<file path="src/rtl/div32_q8.sv">
// Sequential unsigned fixed-point divider: quotient = (dividend * 2^FRAC) / divisor,
// radix-2 restoring, one quotient bit per clock, start/done handshake.
module div32_q8 #(
    parameter int DW   = 32,
    parameter int VW   = 16,
    parameter int FRAC = 8
) (
    input  logic          clk,
    input  logic          rst,
    input  logic          start,
    input  logic [DW-1:0] dividend,
    input  logic [VW-1:0] divisor,
    output logic          busy,
    output logic          done,
    output logic [VW-1:0] quotient,
    output logic [VW-1:0] remainder,
    output logic          ovf,
    output logic          dbz,
    output logic [1:0]    dbg_state
);

    // Handshake: start is sampled only in IDLE; done pulses for one cycle and the
    // result outputs stay valid from that cycle until the next done or reset.

    localparam int NW = DW + FRAC;
    localparam int CW = $clog2(NW + 1);

    typedef enum logic [1:0] {
        S_IDLE = 2'd0,
        S_CALC = 2'd1,
        S_FIN  = 2'd2
    } state_t;

    state_t        r_state;
    logic [NW-1:0] r_num;
    logic [NW-1:0] r_quo;
    logic [VW-1:0] r_den;
    logic [VW-1:0] r_rem;
    logic [CW-1:0] r_cnt;
    logic          r_dbz_pend;

    logic          r_busy;
    logic          r_done;
    logic [VW-1:0] r_quotient;
    logic [VW-1:0] r_remainder;
    logic          r_ovf;
    logic          r_dbz;

    logic [VW:0]   w_rem_shift;
    logic          w_ge;
    logic [VW-1:0] w_rem_sub;
    logic          w_last;
    logic          w_ovf;

    // The partial remainder only needs VW+1 bits while shifted; after the
    // conditional subtract it is always below D, so VW bits hold it.
    assign w_rem_shift = {r_rem, r_num[NW-1]};
    assign w_ge        = (w_rem_shift >= {1'b0, r_den});
    assign w_rem_sub   = w_rem_shift[VW-1:0] - r_den;
    assign w_last      = (r_cnt == CW'(NW - 1));
    assign w_ovf       = |r_quo[NW-1:VW];

    always_ff @(posedge clk) begin
        if (rst) begin
            r_state     <= S_IDLE;
            r_num       <= '0;
            r_quo       <= '0;
            r_den       <= '0;
            r_rem       <= '0;
            r_cnt       <= '0;
            r_dbz_pend  <= 1'b0;
            r_busy      <= 1'b0;
            r_done      <= 1'b0;
            r_quotient  <= '0;
            r_remainder <= '0;
            r_ovf       <= 1'b0;
            r_dbz       <= 1'b0;
        end else begin
            r_done <= 1'b0;
            case (r_state)
                S_IDLE: begin
                    if (start) begin
                        if (divisor == '0) begin
                            r_dbz_pend <= 1'b1;
                            r_state    <= S_FIN;
                        end else begin
                            r_num      <= {dividend, {FRAC{1'b0}}};
                            r_den      <= divisor;
                            r_rem      <= '0;
                            r_quo      <= '0;
                            r_cnt      <= '0;
                            r_dbz_pend <= 1'b0;
                            r_busy     <= 1'b1;
                            r_state    <= S_CALC;
                        end
                    end
                end

                S_CALC: begin
                    r_rem <= w_ge ? w_rem_sub : w_rem_shift[VW-1:0];
                    r_quo <= {r_quo[NW-2:0], w_ge};
                    r_num <= {r_num[NW-2:0], 1'b0};
                    r_cnt <= r_cnt + 1'b1;
                    if (w_last) begin
                        r_busy  <= 1'b0;
                        r_state <= S_FIN;
                    end
                end

                S_FIN: begin
                    if (r_dbz_pend) begin
                        r_quotient  <= '1;
                        r_remainder <= '0;
                        r_ovf       <= 1'b0;
                        r_dbz       <= 1'b1;
                    end else begin
                        r_quotient  <= w_ovf ? {VW{1'b1}} : r_quo[VW-1:0];
                        r_remainder <= r_rem;
                        r_ovf       <= w_ovf;
                        r_dbz       <= 1'b0;
                    end
                    r_dbz_pend <= 1'b0;
                    r_done     <= 1'b1;
                    r_state    <= S_IDLE;
                end

                default: begin
                    r_busy  <= 1'b0;
                    r_state <= S_IDLE;
                end
            endcase
        end
    end

    assign busy      = r_busy;
    assign done      = r_done;
    assign quotient  = r_quotient;
    assign remainder = r_remainder;
    assign ovf       = r_ovf;
    assign dbz       = r_dbz;
    assign dbg_state = r_state;

endmodule
</file>
<file path="config.mk">
export PLATFORM = sky130hd
export DESIGN_NAME = div32_q8
export DESIGN_NICKNAME = d
export VERILOG_FILES = /design/src/rtl/div32_q8.sv
export SDC_FILE = /design/constraint.sdc
export NUM_CORES = 1
export LEC_CHECK = 0
export ABC_AREA = 1
export CORE_UTILIZATION = 60
export CTS_BUF_LIST = sky130_fd_sc_hd__clkbuf_2
export CTS_CLUSTER_DIAMETER = 30
export CTS_CLUSTER_SIZE = 12
export DETAILED_ROUTE_END_ITERATION = 8
export PLACE_DENSITY_LB_ADDON = 0.3
export SYNTH_ARGS = -nofsm -noshare
export SYNTH_HDL_FRONTEND = slang
export SYNTH_SLANG_ARGS = --single-unit
</file>
<file path="constraint.sdc">
create_clock -name clk -period 5.9 [get_ports clk]
set_clock_uncertainty 0.2 [all_clocks]
set_input_delay 0.885 -clock clk [delete_from_list [all_inputs] [get_ports clk]]
set_output_delay 0.885 -clock clk [all_outputs]
set_load 0.02 [all_outputs]
</file>
==> flow_metrics.env, run 1 <==
export IMPL_status="finished, final reports clean"
export IMPL_required_ns=6.34
export IMPL_clk_path_buf_depth=2
export IMPL_final_max_slew_viol_count=0
export IMPL_end_kind="register"
export IMPL_vias=6901
export IMPL_path_clk_slew_ns=0.22
export IMPL_firstDrtPassIters=5
export IMPL_clock_sinks=149
export IMPL_rsz0062_at_grt="false"
export IMPL_ctsResizeCount=0
export IMPL_avgSynthCellArea_um2=7.143
export IMPL_io_buffers=88
export IMPL_path_cells="inv_1 -> nor2_2 -> inv_1 -> nor2_2 -> inv_2 -> nor3_1 -> nor2_1"
export IMPL_r2r_start="dbg_state[1]$_SDFFE_PP0P_"
export IMPL_p_leak_nw=3.510
export IMPL_design_area_um2=8708
export IMPL_top_level_ports=89
export IMPL_synth_area_um2=7579
export IMPL_grt_pass1_wl_mm=29.73
export IMPL_async_flop_share_pct=0
export IMPL_cts_max_level=4
export IMPL_hp_class="reg2reg"
export IMPL_antenna_found_initial=0
export IMPL_row_count=40
export IMPL_synth_edff_count=0
export IMPL_ys_seq_area_share_pct=39.36
export IMPL_maxCapViolations=0
export IMPL_peakVddDrop_mv=0.2214
export IMPL_syn_num_nets=1130
export IMPL_n_antenna_cell=0
export IMPL_slowest_delay_ns=0.78
export IMPL_die_h_um=114.4
export IMPL_rrSetupSlack_ns=2.46
export IMPL_vias_per_cell=5.325
export IMPL_crit_path_start_kind="register"
export IMPL_cts_root_buf="clkbuf_2"
export IMPL_reg2reg_depth=7
export IMPL_setup_viol=0
export IMPL_postCtsSetupBuffers=0
export IMPL_cts_tree="built"
export IMPL_path_class="reg2reg"
export IMPL_cts_buffers=17
export IMPL_hold_viol=0
export IMPL_grt_pass1_vias=6512
export IMPL_totalWireLength_mm=17.59
export IMPL_ys_warn_count=0
export IMPL_drtAntennaViolNets=0
export IMPL_drive_gt1_share_pct=14.63
export IMPL_grt_use_total_pct=28.66
export IMPL_insertion_delay_ns=0.73
export IMPL_grt_max_degree=94
export IMPL_tns_ns=0
export IMPL_critical_path_endpoint="quotient[15]$_SDFFE_PP0P_"
export IMPL_power_switching_mw=1.051
export IMPL_tightest_slew_ns=1.005
export IMPL_max_freq_mhz=291.1
export IMPL_gp_congestion=0.9417
export IMPL_nFillCells=1051
export IMPL_slowest_stage="nor2_2"
export IMPL_comb_power_share_pct=34.5
export IMPL_worstPathMaxFanout=20
export IMPL_syn_inst=1061
export IMPL_worstPathArrival_ns=3.88
export IMPL_start_util_pct=62.31
export IMPL_finalCritPeriodShare_pct=58.23
export IMPL_hold_buffers=0
export IMPL_drt_initial_drc_count=473
export IMPL_startpoint="dbg_state[1]$_SDFFE_PP0P_"
export IMPL_clockPowerShare_pct=25.8
export IMPL_dp_hpwl_mm=11.98
export IMPL_fin_nets=1184
export IMPL_yosys_most_used_dff="dfxtp_1"
export IMPL_area_growth_pct=14.91
export IMPL_p_seq_share_pct=39.7
export IMPL_dp_cells=1264
export IMPL_grt_overflow=0
export IMPL_die_w_um=114.4
export IMPL_dieArea_um2=13080
export IMPL_layoutNonFillerInstCount=1296
export IMPL_place_area_um2=8388
export IMPL_yosysUniqueCellTypes=32
export IMPL_holdWs_ns=0.2779
export IMPL_power_density_nw_per_um2=326.3
export IMPL_period_minus_slack_ns=3.436
export IMPL_synth_seq_cells=149
export IMPL_critPathTopFamily="simple AND/OR/NAND/NOR gates"
export IMPL_worstHoldStart="r_num[10]$_SDFFE_PP0P_"
export IMPL_crit_cells=7
export IMPL_p_int_mw=1.790
export IMPL_relSlewSlack_pct=32.99
export IMPL_switching_share_pct=37.00
export IMPL_worstReg2RegEnd="quotient[15]$_SDFFE_PP0P_"
export IMPL_drc_errors=0
export IMPL_coreArea_um2=12160
export IMPL_crit_buf_inv=3
export IMPL_wl_per_cell_um=13.57
==> worst reg2reg max path, cell delays in order, from the launching register on <==
cell,delay [ns]
dfxtp_1,0.55
inv_1,0.09
nor2_2,0.50
inv_1,0.54
nor2_2,0.78
inv_2,0.31
nor3_1,0.31
nor2_1,0.08
==> metal layers <==
layer	track usage, %	wire length, um	vias to the layer above
met5	0	0	-
met4	13.16	417	0
met3	5.347	992	39
met2	47.03	8136	209
met1	36.64	8042	3120
li1	-	-	3533
==> cell families (layout without fill, tap and decap cells) <==
group	after synthesis	after routing	share of synthesized area [%]
and+or+nand+nor	578	578	34.03
DFF	149	149	39.36
AOI/OAI and AO/OA	173	173	14.45
buffers and inverters	137	204	8.403
xor gates and xnor gates	6	6	0.6934
adders and majority gates	18	18	3.071
==> area by class of cell <==
cell class              count  area, um2  area share [%]
inverters                  80      300.3           3.448
multi-input cells         775       3974           45.63
flip-flops and latches    149       2983           34.25
repair buffers             92      920.9           10.57
clock buffers              18      90.09           1.034
clock inverters            14      230.2           2.644
well taps                 168      210.2           2.414
==> synthesized netlist by cell type, types with 3 or more instances <==
cell | number | area (um2)
clkbuf_1 | 35 | 131.4
nor2_2 | 3 | 18.77
o21ai_0 | 33 | 165.2
nor4_1 | 6 | 37.54
nor3_1 | 20 | 100.1
inv_1 | 79 | 296.5
nand2_2 | 62 | 387.9
nor2_1 | 47 | 176.4
buf_1 | 4 | 15.01
nand3_1 | 77 | 385.4
xnor2_1 | 5 | 43.79
a21oi_2 | 60 | 525.5
dfxtp_1 | 149 | 2983
a21oi_1 | 78 | 390.4
ha_1 | 17 | 212.7
nand4_1 | 8 | 50.05
buf_12 | 6 | 120.1
and2_1 | 3 | 18.77
nand3b_1 | 12 | 90.09
buf_2 | 11 | 55.05
nand2_1 | 335 | 1257
==> worst min-delay path by stage <==
stage,end,slack [ns],cells after the start
global route,r_num[39]$_SDFFE_PP0P_,0.29,2
detailed placement,r_num[10]$_SDFFE_PP0P_,0.25,2
CTS,r_num[10]$_SDFFE_PP0P_,0.28,2
finish,r_num[10]$_SDFFE_PP0P_,0.28,2
floorplan,r_den[15]$_SDFFE_PP0P_,0.24,2
global placement,r_num[10]$_SDFFE_PP0P_,0.25,2
==> power by group through the flow <==
stage / registers (mW) / logic, mW / clock network (mW)
5_1_grt: 1.14 / 1.11 / 0.780
3_3_place_gp: 1.15 / 0.949 / 0
6_report: 1.13 / 0.979 / 0.734
3_5_place_dp: 1.15 / 0.966 / 0
2_1_floorplan: 1.14 / 0.766 / 0
4_1_cts: 1.13 / 0.971 / 0.743
==> through the flow <==
step / util, % / setup WS (ns) / power, mW
after detailed placement: 68.97 / 1.719 / 2.112
after CTS: 71.60 / 2.469 / 2.840
after global placement: 68.97 / 1.734 / 2.095
after floorplan: - / 3.530 / 1.905
final: 71.60 / 2.464 / 2.842
after global routing: 71.60 / 2.218 / 3.026
==> sequential cells by signal, indices dropped and copies added, names as in the netlist, 2 cells and up <==
name,count
dbg_state,2
quotient,16
r_cnt,6
r_den,16
r_num,32
r_quo,40
r_rem,16
remainder,16
==> cells in the final DEF (no fill, tap or decap), types with 2 or more instances in the layout <==
cell | netlist | final
inv_6 | 0 | 2
nand3b_1 | 12 | 12
a21oi_2 | 60 | 60
and2_1 | 3 | 3
nor4_1 | 6 | 6
nand3_1 | 77 | 77
nand2_1 | 335 | 335
dfxtp_1 | 149 | 149
o21ai_0 | 33 | 33
clkdlybuf4s50_1 | 0 | 87
nand4_1 | 8 | 8
xnor2_1 | 5 | 5
clkinv_1 | 0 | 3
nor3_1 | 20 | 20
buf_4 | 0 | 4
ha_1 | 17 | 17
inv_1 | 79 | 79
a21oi_1 | 78 | 78
nor2_1 | 47 | 45
clkbuf_2 | 0 | 18
nand2_2 | 62 | 61
bufinv_16 | 0 | 6
nor2_2 | 3 | 4
Power figures use the tool's default switching activity.
==> run 2: changes to the inputs <==
- CORE_UTILIZATION: 60 -> 53
- clock period: 5.9 -> 2.85 ns (I/O delays scaled with it)
==> flow_metrics.env, run 2 (synthesis results as in run 1) <==
export IMPL_r2r_start="r_rem[10]$_SDFFE_PP0P_"
export IMPL_grt_use_total_pct=25.00
export IMPL_row_count=43
export IMPL_top_register="r_quo"
export IMPL_grt_max_degree=116
export IMPL_dp_hpwl_mm=12.02
export IMPL_worstPathArrival_ns=1.87
export IMPL_use_met2_pct=41.37
export IMPL_gp_congestion=0.9242
export IMPL_grt_overflow=0
export IMPL_startpoint="dbg_state[1]$_SDFFE_PP0P_"
export IMPL_top_level_ports=89
export IMPL_drtAntennaViolNets=0
export IMPL_postCtsSetupBuffers=0
export IMPL_ctsResizeCount=0
export IMPL_critical_path_endpoint="dbg_state[1]"
export IMPL_rrSetupSlack_ns=0.37
export IMPL_p_leak_nw=3.584
export IMPL_crit_path_start_kind="register"
export IMPL_crit_cells=1
export IMPL_tightest_slew_ns=0.6797
export IMPL_dieArea_um2=14780
export IMPL_drive_gt1_share_pct=15.81
export IMPL_critPathTopFamily="buffers and inverters"
export IMPL_die_h_um=121.6
export IMPL_maxCapViolations=0
export IMPL_setup_viol=0
export IMPL_peakVddDrop_mv=0.3144
export IMPL_path_cells="clkdlybuf4s50_1"
export IMPL_place_area_um2=8573
export IMPL_tns_ns=0
export IMPL_die_w_um=121.6
export IMPL_clk_path_buf_depth=2
export IMPL_totalWireLength_mm=17.51
export IMPL_finalPower_mw=5.830
export IMPL_firstDrtPassIters=5
export IMPL_start_util_pct=54.39
export IMPL_required_ns=2.22
export IMPL_slowest_delay_ns=0.68
export IMPL_met1_usage_pct=33.03
export IMPL_largest_reg_flops=40
export IMPL_grt_most_used_layer="met2"
export IMPL_power_density_nw_per_um2=656.5
export IMPL_grt_pass1_vias=6239
export IMPL_cts_tree="built"
export IMPL_fin_nets=1201
export IMPL_hp_class="in2reg"
export IMPL_final_max_slew_viol_count=0
export IMPL_antenna_found_initial=0
export IMPL_status="finished, final reports clean"
export IMPL_cts_root_buf="clkbuf_2"
export IMPL_design_area_um2=8881
export IMPL_path_class="reg2out"
export IMPL_relSlewSlack_pct=54.64
export IMPL_cts_buffers=17
export IMPL_hold_buffers=1
export IMPL_worstReg2RegEnd="r_rem[14]$_SDFFE_PP0P_"
export IMPL_grt_pass1_wl_mm=29.70
export IMPL_io_buffers=88
export IMPL_slowest_stage="clkdlybuf4s50_1"
export IMPL_grt_use_met3_pct=5.758
export IMPL_coreArea_um2=13930
export IMPL_period_minus_slack_ns=2.502
export IMPL_wl_per_cell_um=13.21
export IMPL_clock_sinks=149
export IMPL_crit_buf_inv=1
export IMPL_reg2reg_depth=11
export IMPL_final_cell_mix="nand2_1 (335), dfxtp_1 (149), clkdlybuf4s50_1 (87)"
export IMPL_area_growth_pct=17.19
export IMPL_rsz0062_at_grt="false"
export IMPL_holdWs_ns=0.1276
export IMPL_cts_max_level=4
export IMPL_drt_initial_drc_count=479
export IMPL_hold_viol=0
export IMPL_insertion_delay_ns=0.72
export IMPL_drc_errors=0
export IMPL_worstPathMaxFanout=5
export IMPL_vias=6856
export IMPL_finalCritPeriodShare_pct=87.79
export IMPL_vias_per_cell=5.174
export IMPL_layout_commonest_cell="nand2_1"
export IMPL_end_kind="output port"
export IMPL_n_antenna_cell=0
export IMPL_path_clk_slew_ns=0.20
export IMPL_reg_largest_list="r_quo x40, r_num x32"
export IMPL_max_freq_mhz=399.7
run 2: cell types whose count changed in the layout (fill, tap and decap cells not counted):
cell           before  now
buf_4               4   16
bufinv_16           6    5
clkinv_4            1    0
clkinvlp_4          1    5
inv_6               2    1
clkinv_2            1    0
dlygate4sd3_1       0    1
buf_12              1    5
run 2: metrics by stage:
| stage | instances | worst slack, ns | util, % |
|---|---|---|---|
| floorplan | 1061 | 0.7648 | - |
| global placement | 1292 | 0.3563 | 61.52 |
| detailed placement | 1292 | 0.3137 | 61.52 |
| CTS | 1325 | 0.2905 | 63.73 |
| global route | 1325 | 0.1277 | 63.73 |
| finish | 1325 | 0.3479 | 63.73 |
run 2: power by group:
| part | switching, mW | internal (mW) | total (mW) |
|---|---|---|---|
| registers | 0.120 | 2.22 | 2.34 |
| clock network | 0.765 | 0.660 | 1.42 |
| logic | 1.27 | 0.792 | 2.07 |
| total | 2.16 | 3.67 | 5.83 |
run 2: final cells by class:
type,instances,area (um2)
fillers,1258,5054
multi-input cells,775,3974
flip-flops and latches,149,2983
repair buffers,109,1101
inverters,80,300.3
well taps,180,225.2
clock inverters,14,207.7
clock buffers,18,90.09
run 2: worst min-delay path by stage:
| stage | startpoint | end | depth (start not counted) |
|---|---|---|---|
| 2_1_floorplan | r_den[15]$_SDFFE_PP0P_ | r_den[15]$_SDFFE_PP0P_ | 2 |
| 3_3_place_gp | r_num[13]$_SDFFE_PP0P_ | r_num[13]$_SDFFE_PP0P_ | 2 |
| 3_5_place_dp | r_den[10]$_SDFFE_PP0P_ | r_den[10]$_SDFFE_PP0P_ | 2 |
| 4_1_cts | dividend[0] | r_num[8]$_SDFFE_PP0P_ | 3 |
| 5_1_grt | dividend[0] | r_num[8]$_SDFFE_PP0P_ | 3 |
| 6_report | dividend[0] | r_num[8]$_SDFFE_PP0P_ | 3 |
run 2: worst reg2reg max path, delay by kind of cell, from the launching register on:
family,cells,cell delay (ns)
AO/OA/AOI/OAI,1,0.11
flip-flops,1,0.44
adder cells (fa/ha/maj),1,0.42
AND/OR/NAND/NOR,9,1.26
run 2: metal layers:
metal / vias to the layer above / wire length, um / part of all wire (%)
met5: - / 0 / 0
met1: 3148 / 8221 / 47
li1: 3565 / - / -
met4: 0 / 135 / 0.77
met2: 128 / 8332 / 48
met3: 15 / 818 / 4.7
==> run 3: changes to the inputs <==
- HOLD_SLACK_MARGIN: default -> 0.06
==> results of run 3 <==
Same layout as run 2: the final DEF is identical, and so are final timing and power.
